<file path="src/rtl/time_of_day_counter.sv">
// 24-hour time-of-day counter: prescales the system clock to a 1 s tick and
// keeps hh:mm:ss, with a set mode that freezes time and steps minutes/hours.
module time_of_day_counter #(
  parameter int CLK_HZ = 50_000_000
) (
  input  logic       clk,
  input  logic       rst,
  input  logic       set_en,
  input  logic       inc_min,
  input  logic       inc_hour,
  output logic [5:0] seconds,
  output logic [5:0] minutes,
  output logic [5:0] hours,
  output logic       sec_pulse,
  output logic       day_pulse
);

  localparam int PW = (CLK_HZ > 1) ? $clog2(CLK_HZ) : 1;
  localparam logic [PW-1:0] PRESC_LAST = PW'(CLK_HZ - 1);

  logic [PW-1:0] presc;
  logic [PW-1:0] presc_nxt;
  logic [5:0]    sec_nxt;
  logic [5:0]    min_nxt;
  logic [5:0]    hr_nxt;
  logic          tick;
  logic          day_nxt;

  // Modulo increment; anything at or past the limit restarts at zero.
  function automatic logic [5:0] wrap_inc(input logic [5:0] val, input logic [5:0] lim);
    return (val >= lim) ? 6'd0 : val + 6'd1;
  endfunction

  // Clears a field that holds an out-of-range value.
  function automatic logic [5:0] sanitize(input logic [5:0] val, input logic [5:0] nxt,
                                          input logic [5:0] lim);
    return (val > lim) ? 6'd0 : nxt;
  endfunction

  always_comb begin
    tick      = !set_en && (presc == PRESC_LAST);
    presc_nxt = (set_en || tick || presc > PRESC_LAST) ? '0 : presc + PW'(1);
    sec_nxt   = seconds;
    min_nxt   = minutes;
    hr_nxt    = hours;
    day_nxt   = 1'b0;
    if (set_en) begin
      sec_nxt = 6'd0;
      if (inc_min)  min_nxt = wrap_inc(minutes, 6'd59);
      if (inc_hour) hr_nxt  = wrap_inc(hours, 6'd23);
    end else if (tick) begin
      // The whole carry chain resolves within this single edge.
      sec_nxt = wrap_inc(seconds, 6'd59);
      if (seconds == 6'd59) begin
        min_nxt = wrap_inc(minutes, 6'd59);
        if (minutes == 6'd59) begin
          hr_nxt  = wrap_inc(hours, 6'd23);
          day_nxt = (hours == 6'd23);
        end
      end
    end
    sec_nxt = sanitize(seconds, sec_nxt, 6'd59);
    min_nxt = sanitize(minutes, min_nxt, 6'd59);
    hr_nxt  = sanitize(hours, hr_nxt, 6'd23);
  end

  always_ff @(posedge clk or posedge rst) begin
    if (rst) begin
      presc     <= '0;
      seconds   <= 6'd0;
      minutes   <= 6'd0;
      hours     <= 6'd0;
      sec_pulse <= 1'b0;
      day_pulse <= 1'b0;
    end else begin
      presc     <= presc_nxt;
      seconds   <= sec_nxt;
      minutes   <= min_nxt;
      hours     <= hr_nxt;
      sec_pulse <= tick;
      day_pulse <= day_nxt;
    end
  end

endmodule

</file>
<file path="config.mk">
export PLATFORM = sky130hd
export DESIGN_NAME = time_of_day_counter
export DESIGN_NICKNAME = d
export VERILOG_FILES = /design/src/rtl/time_of_day_counter.sv
export SDC_FILE = /design/constraint.sdc
export NUM_CORES = 1
export LEC_CHECK = 0
export ABC_AREA = 1
export CELL_PAD_IN_SITES_DETAIL_PLACEMENT = 0
export CELL_PAD_IN_SITES_GLOBAL_PLACEMENT = 2
export CORE_AREA = 2 2 92 94
export DETAILED_ROUTE_END_ITERATION = 6
export DIE_AREA = 0 0 94 96
export DONT_BUFFER_PORTS = 1
export PLACE_DENSITY_LB_ADDON = 0.1
export SLEW_MARGIN = 20
export SYNTH_ARGS = -nofsm -noshare
export SYNTH_HDL_FRONTEND = slang
export SYNTH_SLANG_ARGS = --single-unit
export TNS_END_PERCENT = 20
</file>
<file path="constraint.sdc">
create_clock -name clk -period 2.3 [get_ports clk]
set_clock_uncertainty 0.1 [all_clocks]
set_input_delay 0.575 -clock clk [delete_from_list [all_inputs] [get_ports clk]]
set_output_delay 0.575 -clock clk [all_outputs]
set_load 0.02 [all_outputs]
</file>
==> results of run 1 <==
==> layout by cell type, fill, tap and decap left out, types with 2 or more instances in the layout <==
| cell type | count |
|---|---|
| sky130_fd_sc_hd__ha_1 | 4 |
| sky130_fd_sc_hd__clkbuf_1 | 2 |
| sky130_fd_sc_hd__nor3b_1 | 4 |
| sky130_fd_sc_hd__buf_4 | 8 |
| sky130_fd_sc_hd__nand3b_1 | 2 |
| sky130_fd_sc_hd__xor2_1 | 13 |
| sky130_fd_sc_hd__nor2_1 | 63 |
| sky130_fd_sc_hd__nor2_4 | 3 |
| sky130_fd_sc_hd__nor2_2 | 22 |
| sky130_fd_sc_hd__xnor2_1 | 10 |
| sky130_fd_sc_hd__nand3_1 | 33 |
| sky130_fd_sc_hd__nand2_4 | 2 |
| sky130_fd_sc_hd__buf_12 | 3 |
| sky130_fd_sc_hd__nor3_1 | 9 |
| sky130_fd_sc_hd__nand2_2 | 3 |
| sky130_fd_sc_hd__inv_1 | 41 |
| sky130_fd_sc_hd__a21oi_1 | 5 |
| sky130_fd_sc_hd__o21ai_0 | 5 |
| sky130_fd_sc_hd__nand4_1 | 15 |
| sky130_fd_sc_hd__dfrtp_1 | 46 |
| sky130_fd_sc_hd__nand2_1 | 96 |
| sky130_fd_sc_hd__clkbuf_8 | 5 |
==> kinds of logic after synthesis <==
logic type,count (synthesis)
other cells,1
xor+xnor,23
compound gates,15
buf+inv,45
fa+ha+maj,4
simple gates,255
flops,46
==> cell type report <==
type	instances	area, um^2	area share (%)
repair buffers	11	120	3.77
inverters	42	158	4.94
flip-flops and latches	46	1150	36.1
multi-input cells	298	1520	47.7
clock buffers	7	76.3	2.39
clock inverters	1	30.0	0.942
well taps	105	131	4.12
==> metal layers <==
metal  wire length [um]  up-vias
met4                 55        0
met3                193        4
met2               2870       33
li1                   -     1264
met1               3760     1063
met5                  0        -
==> path summary, 6_finish.rpt <==
kind | startpoint | endpoint | slack [ns] | cells after the start
setup / recovery | presc[0]$_DFF_PP0_ | presc[2]$_DFF_PP0_ | 0.30 | 11
hold / removal | rst | presc[8]$_DFF_PP0_ | 0.007 | 1
setup reg to reg | presc[0]$_DFF_PP0_ | presc[2]$_DFF_PP0_ | 0.30 | 11
hold reg to reg | presc[0]$_DFF_PP0_ | presc[0]$_DFF_PP0_ | 0.38 | 1
max in group asynchronous | rst | presc[25]$_DFF_PP0_ | 1.58 | 2
min in group clk | set_en | seconds[5]$_DFFE_PP0P_ | 0.33 | 3
==> sequential cells by signal, indices dropped and copies added, names as in the netlist <==
name / cells
presc: 26
hours: 6
minutes: 6
seconds: 6
day_pulse: 1
sec_pulse: 1
==> report_power, final <==
part           switching, uW  internal [uW]
sequential              64.8            835
combinational           99.8           56.8
clock                    263            325
==> per-stage QoR <==
| stage | hold WS (ns) | utilization (%) | std cells | instance area [um^2] |
|---|---|---|---|---|
| 6_report | 0.00688 | 39.6 | 510 | 3190 |
| 5_1_grt | 0.0133 | 39.6 | 510 | 3190 |
| 4_1_cts | 0.00654 | 39.6 | 510 | 3190 |
| 3_5_place_dp | 0.343 | 38.3 | 502 | 3080 |
| 3_3_place_gp | 0.340 | 38.3 | 502 | 3080 |
| 2_1_floorplan | 0.353 | - | 389 | 2870 |
==> impl_results.html, run 1 <==
<table>
<tr><th>Metric</th><th>Value</th></tr>
<tr><th colspan="2">Status</th></tr>
<tr><td>Result of the run</td><td>complete, no violations</td></tr>
<tr><th colspan="2">Routing</th></tr>
<tr><td>Detailed-route wire length per cell</td><td>between 10 and 15 um</td></tr>
<tr><td>Vias per cell</td><td>about 4.6</td></tr>
<tr><td>Count of vias placed by the detailed router</td><td>between 2000 and 2500</td></tr>
<tr><td>Count of TritonRoute iterations in the first routing pass</td><td>4</td></tr>
<tr><td>Antenna Nets Post-Route</td><td>0</td></tr>
<tr><td>Drt first-iter violations</td><td>around 140</td></tr>
<tr><td>Drt drc</td><td>0</td></tr>
<tr><td>DRT Wirelength</td><td>about 6900 um</td></tr>
<tr><th colspan="2">Synthesis</th></tr>
<tr><td>Synthesis-stage register bit count</td><td>46</td></tr>
<tr><td>Fraction of post-synthesis cell area in the top cell type by area</td><td>40.2%</td></tr>
<tr><td>Number of enable flip-flop cells after synthesis</td><td>0</td></tr>
<tr><td>Share of synthesized cell area in full adder, half adder and majority cells</td><td>under 10%</td></tr>
<tr><td>Synth Area in Compound Gates</td><td>under 10%</td></tr>
<tr><td>Synth Warn #</td><td>0</td></tr>
<tr><td>Largest family of logic cells by synthesized area</td><td>simple AND/OR/NAND/NOR gates</td></tr>
<tr><td>Sequential cell area fraction in the yosys report</td><td>between 40 and 50%</td></tr>
<tr><td>Multiplexer area fraction after synthesis</td><td>0%</td></tr>
<tr><td>Synth Area in Simple Gates</td><td>between 40% and 50%</td></tr>
<tr><td>Synth Cell Area</td><td>0.00287 mm^2</td></tr>
<tr><td>Cell type with the largest total area after synthesis</td><td>sky130_fd_sc_hd__dfrtp_1</td></tr>
<tr><td>Most numerous cell in the Yosys netlist</td><td>sky130_fd_sc_hd__nand2_1</td></tr>
<tr><td>Number of instances in the synthesized netlist</td><td>approximately 390</td></tr>
<tr><td>Parity-gate share of the synthesized area counting xor and xnor cells</td><td>between 7 and 8%</td></tr>
<tr><td>Flip-flop cell with the highest count after synthesis</td><td>sky130_fd_sc_hd__dfrtp_1</td></tr>
<tr><td>Library cells used by synthesis</td><td>29</td></tr>
<tr><td>Largest cells by area after synthesis</td><td>sky130_fd_sc_hd__dfrtp_1 40%, sky130_fd_sc_hd__nand2_1 13%, sky130_fd_sc_hd__nor2_1 8.2%</td></tr>
<tr><td>Fraction of synthesis flops using an asynchronous set or reset pin</td><td>100%</td></tr>
<tr><td>Avg Synthesized Cell Area</td><td>about 7.4 um^2</td></tr>
<tr><td>Most frequent cells after synthesis</td><td>96 x sky130_fd_sc_hd__nand2_1, 63 x sky130_fd_sc_hd__nor2_1, 46 x sky130_fd_sc_hd__dfrtp_1</td></tr>
<tr><td>Nets in the synthesized netlist</td><td>between 300 and 400</td></tr>
<tr><th colspan="2">Clocking</th></tr>
<tr><td>Maximum level of the CTS H-tree</td><td>2</td></tr>
<tr><td>Clock slew at the register clock pins of the worst setup and hold paths</td><td>about 0.090 ns</td></tr>
<tr><td>Number of buffers added by the clock tree synthesis step</td><td>5</td></tr>
<tr><td>CTS Root Buffer Type</td><td>sky130_fd_sc_hd__clkbuf_8</td></tr>
<tr><td>Post-CTS setup buffer count</td><td>0</td></tr>
<tr><td>Bufs on Longest Clock Path</td><td>2</td></tr>
<tr><td>Number of buffers inserted by hold repair at cts</td><td>0</td></tr>
<tr><td>Number of gates resized after CTS</td><td>0</td></tr>
<tr><td>TritonCTS clock tree</td><td>done</td></tr>
<tr><td>CTS sink cnt</td><td>between 40 and 50</td></tr>
<tr><td>Clk_lat worst skew</td><td>~0.3 ns</td></tr>
<tr><th colspan="2">Global routing</th></tr>
<tr><td>Overflow after GRT</td><td>0</td></tr>
<tr><td>Global-route wire length before repair</td><td>approximately 12000 um</td></tr>
<tr><td>Met3 Usage GRT</td><td>2.98%</td></tr>
<tr><td>Largest net degree at the start of global routing</td><td>21</td></tr>
<tr><td>Fraction of met2 tracks used by global routing</td><td>~25%</td></tr>
<tr><td>Total global routing track utilization</td><td>~17%</td></tr>
<tr><td>Vias in the first global route</td><td>~2400</td></tr>
<tr><td>GR Util met1</td><td>24.9%</td></tr>
<tr><td>Top Usage Layer GRT</td><td>met2</td></tr>
<tr><td>Antenna violations before repair</td><td>0</td></tr>
<tr><th colspan="2">STA</th></tr>
<tr><td>Worst Slack Setup Final</td><td>~0.30 ns</td></tr>
<tr><td>Max Fclk</td><td>500 MHz</td></tr>
<tr><td>Number of setup violations in the final report</td><td>0</td></tr>
<tr><td>Total Negative Setup Slacks</td><td>0 ns</td></tr>
<tr><td>Setup repair after global routing missed its margin</td><td>false</td></tr>
<tr><td>Slew Viols, Final</td><td>0</td></tr>
<tr><td>Shortest period the worst path allows</td><td>~2.0 ns</td></tr>
<tr><td>Final hold vios</td><td>0</td></tr>
<tr><td>Period Utilization, post-route</td><td>between 80% and 90%</td></tr>
<tr><th colspan="2">Worst setup path</th></tr>
<tr><td>Combined buffer and inverter count along the critical path</td><td>1</td></tr>
<tr><td>Sort of element at the end of the critical path</td><td>flop</td></tr>
<tr><td>Slowest library cell on the worst path</td><td>sky130_fd_sc_hd__dfrtp_1</td></tr>
<tr><td>Element type at the critical path start</td><td>flop</td></tr>
<tr><td>Crit-path most repeated cell</td><td>sky130_fd_sc_hd__nand2_2</td></tr>
<tr><td>Ordered cell list for the critical path</td><td>ha_1, nand2_2, nor2_4, nand2_2, nor2_2, nand2_2, nand2_4, nor2_2, nand2_4, buf_12, nor2_1</td></tr>
<tr><td>Arrival time worst endpoint</td><td>roughly 2.1 ns</td></tr>
<tr><td>Start-to-end type of the worst setup path</td><td>reg -&gt; reg</td></tr>
<tr><td>Maximum fanout along the worst path</td><td>12</td></tr>
<tr><td>WP data required</td><td>2.39 ns</td></tr>
<tr><td>Largest delay contributor family on the critical path</td><td>simple AND/OR/NAND/NOR gates</td></tr>
<tr><td>Slowest Stage Delay on Critical Path</td><td>around 0.4 ns</td></tr>
<tr><th colspan="2">Power and ir drop</th></tr>
<tr><td>Peak VDD IR</td><td>0.000246 V</td></tr>
<tr><td>Total chip power</td><td>1650 uW</td></tr>
<tr><td>Reported leakage power</td><td>between 0.001 and 0.0015 uW</td></tr>
<tr><td>Cell Pwr Density</td><td>between 500 and 600 mW/mm^2</td></tr>
<tr><th colspan="2">Placement</th></tr>
<tr><td>Final estimated routing congestion in global placement</td><td>between 0.7 and 0.8</td></tr>
<tr><td>Number of I/O port buffers</td><td>0</td></tr>
<tr><td>Placed wire-length estimate after detailed placement</td><td>approximately 5300 um</td></tr>
<tr><td>Pre-CTS setup slack</td><td>around 0.28 ns</td></tr>
<tr><th colspan="2">Finish</th></tr>
<tr><td>Final Net Count</td><td>~410</td></tr>
<tr><td>Total of fill cells in the finished design</td><td>880</td></tr>
<tr><td>Fraction of final layout cells sized beyond drive strength 1</td><td>12.3%</td></tr>
<tr><td>Final antenna diode count</td><td>0</td></tr>
<tr><td>Synthesis-to-finish area growth</td><td>11.3%</td></tr>
<tr><th colspan="2">Floorplan</th></tr>
<tr><td>Std-Cell Core Area</td><td>0.00805 mm^2</td></tr>
<tr><td>Boundary Pins</td><td>25</td></tr>
<tr><td>Die Wd</td><td>~94 um</td></tr>
<tr><td>Die Ht</td><td>96 um</td></tr>
<tr><td>Number of placement rows</td><td>33</td></tr>
<tr><td>Initial cell density of the core</td><td>35.6%</td></tr>
<tr><td>Total Die Area</td><td>between 0.009 and 0.01 mm^2</td></tr>
<tr><th colspan="2">Hold path</th></tr>
<tr><td>Class of the tightest hold or removal check</td><td>in -&gt; async</td></tr>
<tr><th colspan="2">Job</th></tr>
<tr><td># Max-Cap Violations</td><td>0</td></tr>
</table>
No activity file was read; power rests on OpenSTA's default activity.
==> inputs of run 2 (changes only) <==
Settings changed: SKIP_CTS_REPAIR_TIMING set to 1.
==> results of run 2 <==
Same layout as run 1: the final DEF is identical, and so are final timing and power.
==> inputs of run 3 (changes only) <==
Settings changed: GPL_TIMING_DRIVEN set to 0.
==> impl_results.html, run 3 (synthesis results as in run 1) <==
<table>
<tr><th>Metric</th><th>Value</th></tr>
<tr><th colspan="2">Placement</th></tr>
<tr><td>Number of I/O port buffers</td><td>0 (unchanged)</td></tr>
<tr><td>Final estimated routing congestion in global placement</td><td>0.779 (was 0.780)</td></tr>
<tr><td>Number of cells after detailed placement</td><td>495 (was 502)</td></tr>
<tr><td>Total cell area at the placement stage</td><td>0.00302 mm^2 (was 0.00308 mm^2)</td></tr>
<tr><td>Placed wire-length estimate after detailed placement</td><td>5240 um (was 5340 um)</td></tr>
<tr><th colspan="2">Clocking</th></tr>
<tr><td>Number of buffers added by the clock tree synthesis step</td><td>5 (unchanged)</td></tr>
<tr><td>CTS sink cnt</td><td>46 (unchanged)</td></tr>
<tr><td>Bufs on Longest Clock Path</td><td>2 (unchanged)</td></tr>
<tr><td>Clock slew at the register clock pins of the worst setup and hold paths</td><td>0.08 ns (was 0.09 ns)</td></tr>
<tr><td>CTS Root Buffer Type</td><td>sky130_fd_sc_hd__clkbuf_8 (unchanged)</td></tr>
<tr><td>Maximum level of the CTS H-tree</td><td>2 (unchanged)</td></tr>
<tr><td>TritonCTS clock tree</td><td>done (unchanged)</td></tr>
<tr><td>Clk_lat worst skew</td><td>0.30 ns (about the same)</td></tr>
<tr><th colspan="2">Finish</th></tr>
<tr><td>Final antenna diode count</td><td>0 (unchanged)</td></tr>
<tr><td>Finished Layout Cells</td><td>501 (was 510)</td></tr>
<tr><td>Most common library cell in the layout ignoring fill and taps</td><td>sky130_fd_sc_hd__nand2_1 (unchanged)</td></tr>
<tr><td>Layout Cell Area excl Fill</td><td>0.00310 mm^2 (was 0.00319 mm^2)</td></tr>
<tr><td>Synthesis-to-finish area growth</td><td>8.16% (was 11.3%)</td></tr>
<tr><td>Most frequent cells in the layout</td><td>96 x sky130_fd_sc_hd__nand2_1, 63 x sky130_fd_sc_hd__nor2_1, 46 x sky130_fd_sc_hd__dfrtp_1 (unchanged)</td></tr>
<tr><td>Register ranked first by flip-flop count</td><td>presc (unchanged)</td></tr>
<tr><td>Fraction of final layout cells sized beyond drive strength 1</td><td>10.9% (was 12.3%)</td></tr>
<tr><td>Final Net Count</td><td>406 (was 413)</td></tr>
<tr><td>Number of flip-flops under the largest register name</td><td>26 (unchanged)</td></tr>
<tr><th colspan="2">Floorplan</th></tr>
<tr><td>Die Wd</td><td>94 um (unchanged)</td></tr>
<tr><td>Initial cell density of the core</td><td>35.6% (unchanged)</td></tr>
<tr><td>Std-Cell Core Area</td><td>0.00805 mm^2 (unchanged)</td></tr>
<tr><td>Die Ht</td><td>96 um (unchanged)</td></tr>
<tr><td>Boundary Pins</td><td>25 (unchanged)</td></tr>
<tr><td>Number of placement rows</td><td>33 (unchanged)</td></tr>
<tr><td>Total Die Area</td><td>0.00902 mm^2 (unchanged)</td></tr>
<tr><th colspan="2">Power and ir drop</th></tr>
<tr><td>Power spent charging and discharging nets</td><td>434 uW (was 428 uW)</td></tr>
<tr><td>Clock network fraction of design power</td><td>32.3% (was 35.8%)</td></tr>
<tr><td>Reported leakage power</td><td>0.00130 uW (was 0.00135 uW)</td></tr>
<tr><td>Internal power component</td><td>1120 uW (was 1220 uW)</td></tr>
<tr><td>Cell Pwr Density</td><td>500 mW/mm^2 (was 516 mW/mm^2)</td></tr>
<tr><td>Total chip power</td><td>1550 uW (was 1650 uW)</td></tr>
<tr><td>Sequential fraction of design power</td><td>58.5% (was 54.7%)</td></tr>
<tr><td>Switching power share of the total</td><td>28.0% (was 26.0%)</td></tr>
<tr><td>Peak VDD IR</td><td>0.000212 V (was 0.000246 V)</td></tr>
<tr><td>Share of power burned in combinational logic</td><td>9.2% (was 9.5%)</td></tr>
<tr><th colspan="2">Routing</th></tr>
<tr><td>DRT Wirelength</td><td>6820 um (was 6880 um)</td></tr>
<tr><td>Wire length on met1</td><td>3600 um (was 3760 um)</td></tr>
<tr><td>Count of TritonRoute iterations in the first routing pass</td><td>4 (unchanged)</td></tr>
<tr><td>Met2 routed wirelength</td><td>2870 um (about the same)</td></tr>
<tr><td>Top layer in use</td><td>met4 (unchanged)</td></tr>
<tr><td>Count of vias placed by the detailed router</td><td>2377 (was 2364)</td></tr>
<tr><td>Routed wire length on met3</td><td>281 um (was 193 um)</td></tr>
<tr><td>Drt drc</td><td>0 (unchanged)</td></tr>
<tr><td>Drt first-iter violations</td><td>92 (was 139)</td></tr>
<tr><td>Vias per cell</td><td>4.74 (was 4.64)</td></tr>
<tr><td>Antenna Nets Post-Route</td><td>0 (unchanged)</td></tr>
<tr><td>Detailed-route wire length per cell</td><td>13.6 um (was 13.5 um)</td></tr>
<tr><th colspan="2">Global routing</th></tr>
<tr><td>Antenna violations before repair</td><td>0 (unchanged)</td></tr>
<tr><td>Vias in the first global route</td><td>2322 (was 2390)</td></tr>
<tr><td>Total global routing track utilization</td><td>16.7% (was 16.9%)</td></tr>
<tr><td>Global-route wire length before repair</td><td>11600 um (was 11700 um)</td></tr>
<tr><td>Largest net degree at the start of global routing</td><td>32 (was 21)</td></tr>
<tr><td>Overflow after GRT</td><td>0 (unchanged)</td></tr>
<tr><th colspan="2">Job</th></tr>
<tr><td># Max-Cap Violations</td><td>0 (unchanged)</td></tr>
<tr><th colspan="2">STA</th></tr>
<tr><td>Max Fclk</td><td>494 MHz (was 500 MHz)</td></tr>
<tr><td>Shortest period the worst path allows</td><td>2.03 ns (was 2.00 ns)</td></tr>
<tr><td>Slew at the pin closest to its max-slew limit</td><td>approximately 0.5 ns</td></tr>
<tr><td>Final hold vios</td><td>0 (unchanged)</td></tr>
<tr><td>Final hold slack</td><td>0.0315 ns (was 0.00688 ns)</td></tr>
<tr><td>Number of setup violations in the final report</td><td>0 (unchanged)</td></tr>
<tr><td>Setup repair after global routing missed its margin</td><td>false (unchanged)</td></tr>
<tr><td>Period Utilization, post-route</td><td>88.0% (was 87.0%)</td></tr>
<tr><td>Rel. slew slack</td><td>between 60% and 70%</td></tr>
<tr><td>Slew Viols, Final</td><td>0 (unchanged)</td></tr>
<tr><th colspan="2">Worst setup path</th></tr>
<tr><td>Arrival time worst endpoint</td><td>2.16 ns (was 2.09 ns)</td></tr>
<tr><td>Crit-path most repeated cell</td><td>sky130_fd_sc_hd__nand2_1 (was sky130_fd_sc_hd__nand2_2)</td></tr>
<tr><td>Combined buffer and inverter count along the critical path</td><td>0 (was 1)</td></tr>
<tr><td>Beginning of the critical path</td><td>seconds[0]$_DFFE_PP0P_ (was presc[0]$_DFF_PP0_)</td></tr>
<tr><td>WP data required</td><td>2.44 ns (was 2.39 ns)</td></tr>
<tr><td>Worst reg2reg startpoint</td><td>seconds[0]$_DFFE_PP0P_ (was presc[0]$_DFF_PP0_)</td></tr>
<tr><td>Start-to-end type of the worst setup path</td><td>reg -&gt; reg (unchanged)</td></tr>
<tr><td>Slowest Stage Delay on Critical Path</td><td>0.56 ns (was 0.39 ns)</td></tr>
<tr><td>Sort of element at the end of the critical path</td><td>flop (unchanged)</td></tr>
<tr><td>Total stage count of the critical path</td><td>9 (was 11)</td></tr>
<tr><td>Largest delay contributor family on the critical path</td><td>simple AND/OR/NAND/NOR gates (unchanged)</td></tr>
<tr><td>Ordered cell list for the critical path</td><td>ha_1, nand2_1, nor2_1, nor2_1, a21oi_2, nand2_1, nand2_1, nand2_1, nand2_1 (was ha_1, nand2_2, nor2_4, nand2_2, nor2_2, nand2_2, nand2_4, nor2_2, nand2_4, buf_12, nor2_1)</td></tr>
<tr><td>Element type at the critical path start</td><td>flop (unchanged)</td></tr>
<tr><td>Slowest library cell on the worst path</td><td>sky130_fd_sc_hd__dfrtp_1 (unchanged)</td></tr>
<tr><td>Maximum fanout along the worst path</td><td>6 (was 12)</td></tr>
<tr><td>Worst reg-to-reg path cell count</td><td>9 (was 11)</td></tr>
<tr><th colspan="2">Hold path</th></tr>
<tr><td>Class of the tightest hold or removal check</td><td>in -&gt; async (unchanged)</td></tr>
<tr><th colspan="2">Status</th></tr>
<tr><td>Result of the run</td><td>complete, no violations (unchanged)</td></tr>
</table>
## run 3: cell count changes in the layout (fill, tap and decap cells not counted), sizes merged
cell / before / now
buf: 11 / 4
bufinv: 1 / 0
clkbuf: 7 / 6
## run 3: power by group through the flow
stage                     sequential [uW]  combinational [uW]  clock (uW)
after floorplan                       910                 115           0
after global placement                923                 140           0
after detailed placement              925                 146           0
after CTS                             909                 146         527
after global routing                  916                 172         554
final                                 907                 143         501
## run 3: path summary, 6_finish.rpt
kind                                     endpoint  slack, ns
setup / recovery             hours[2]$_DFFE_PP0P_       0.27
min in group clk           seconds[5]$_DFFE_PP0P_       0.33
hold reg to reg                presc[0]$_DFF_PP0_       0.39
hold / removal                 presc[5]$_DFF_PP0_       0.03
max in group asynchronous    hours[5]$_DFFE_PP0P_       1.57
setup reg to reg             hours[2]$_DFFE_PP0P_       0.27
## run 3: through the flow
step	setup slack [ns]	TNS (ns)	util, %
after floorplan	0.537	0	-
after global placement	-0.0891	-3.91	37.2
after detailed placement	0.260	0	37.5
after CTS	0.246	0	38.5
after global routing	0.0840	0	38.5
final	0.275	0	38.5
## run 3: worst register-to-register path: cells and delay by family, from the launching register on
kind / cells / cell delay (ns)
AND/OR/NAND/NOR: 7 / 0.81
flip-flops: 1 / 0.56
adder cells (fa/ha/maj): 1 / 0.28
AO/OA/AOI/OAI: 1 / 0.22
## run 3: routing by layer
metal  track usage [%]  up-vias
li1                  -     1250
met1              24.9     1080
met2              24.6       38
met3              3.37        9
met4              4.35        0
met5                 0        -
## run 3: cell type report
| cell class | count | area [um^2] |
|---|---|---|
| Timing Repair Buffer | 1 | 20.0 |
| Sequential cell | 46 | 1150 |
| Inverter | 42 | 158 |
| Fill cell | 884 | 4950 |
| Clock buffer | 6 | 82.6 |
| Tap cell | 105 | 131 |
| Multi-Input combinational cell | 298 | 1520 |
| Buffer | 3 | 35.0 |
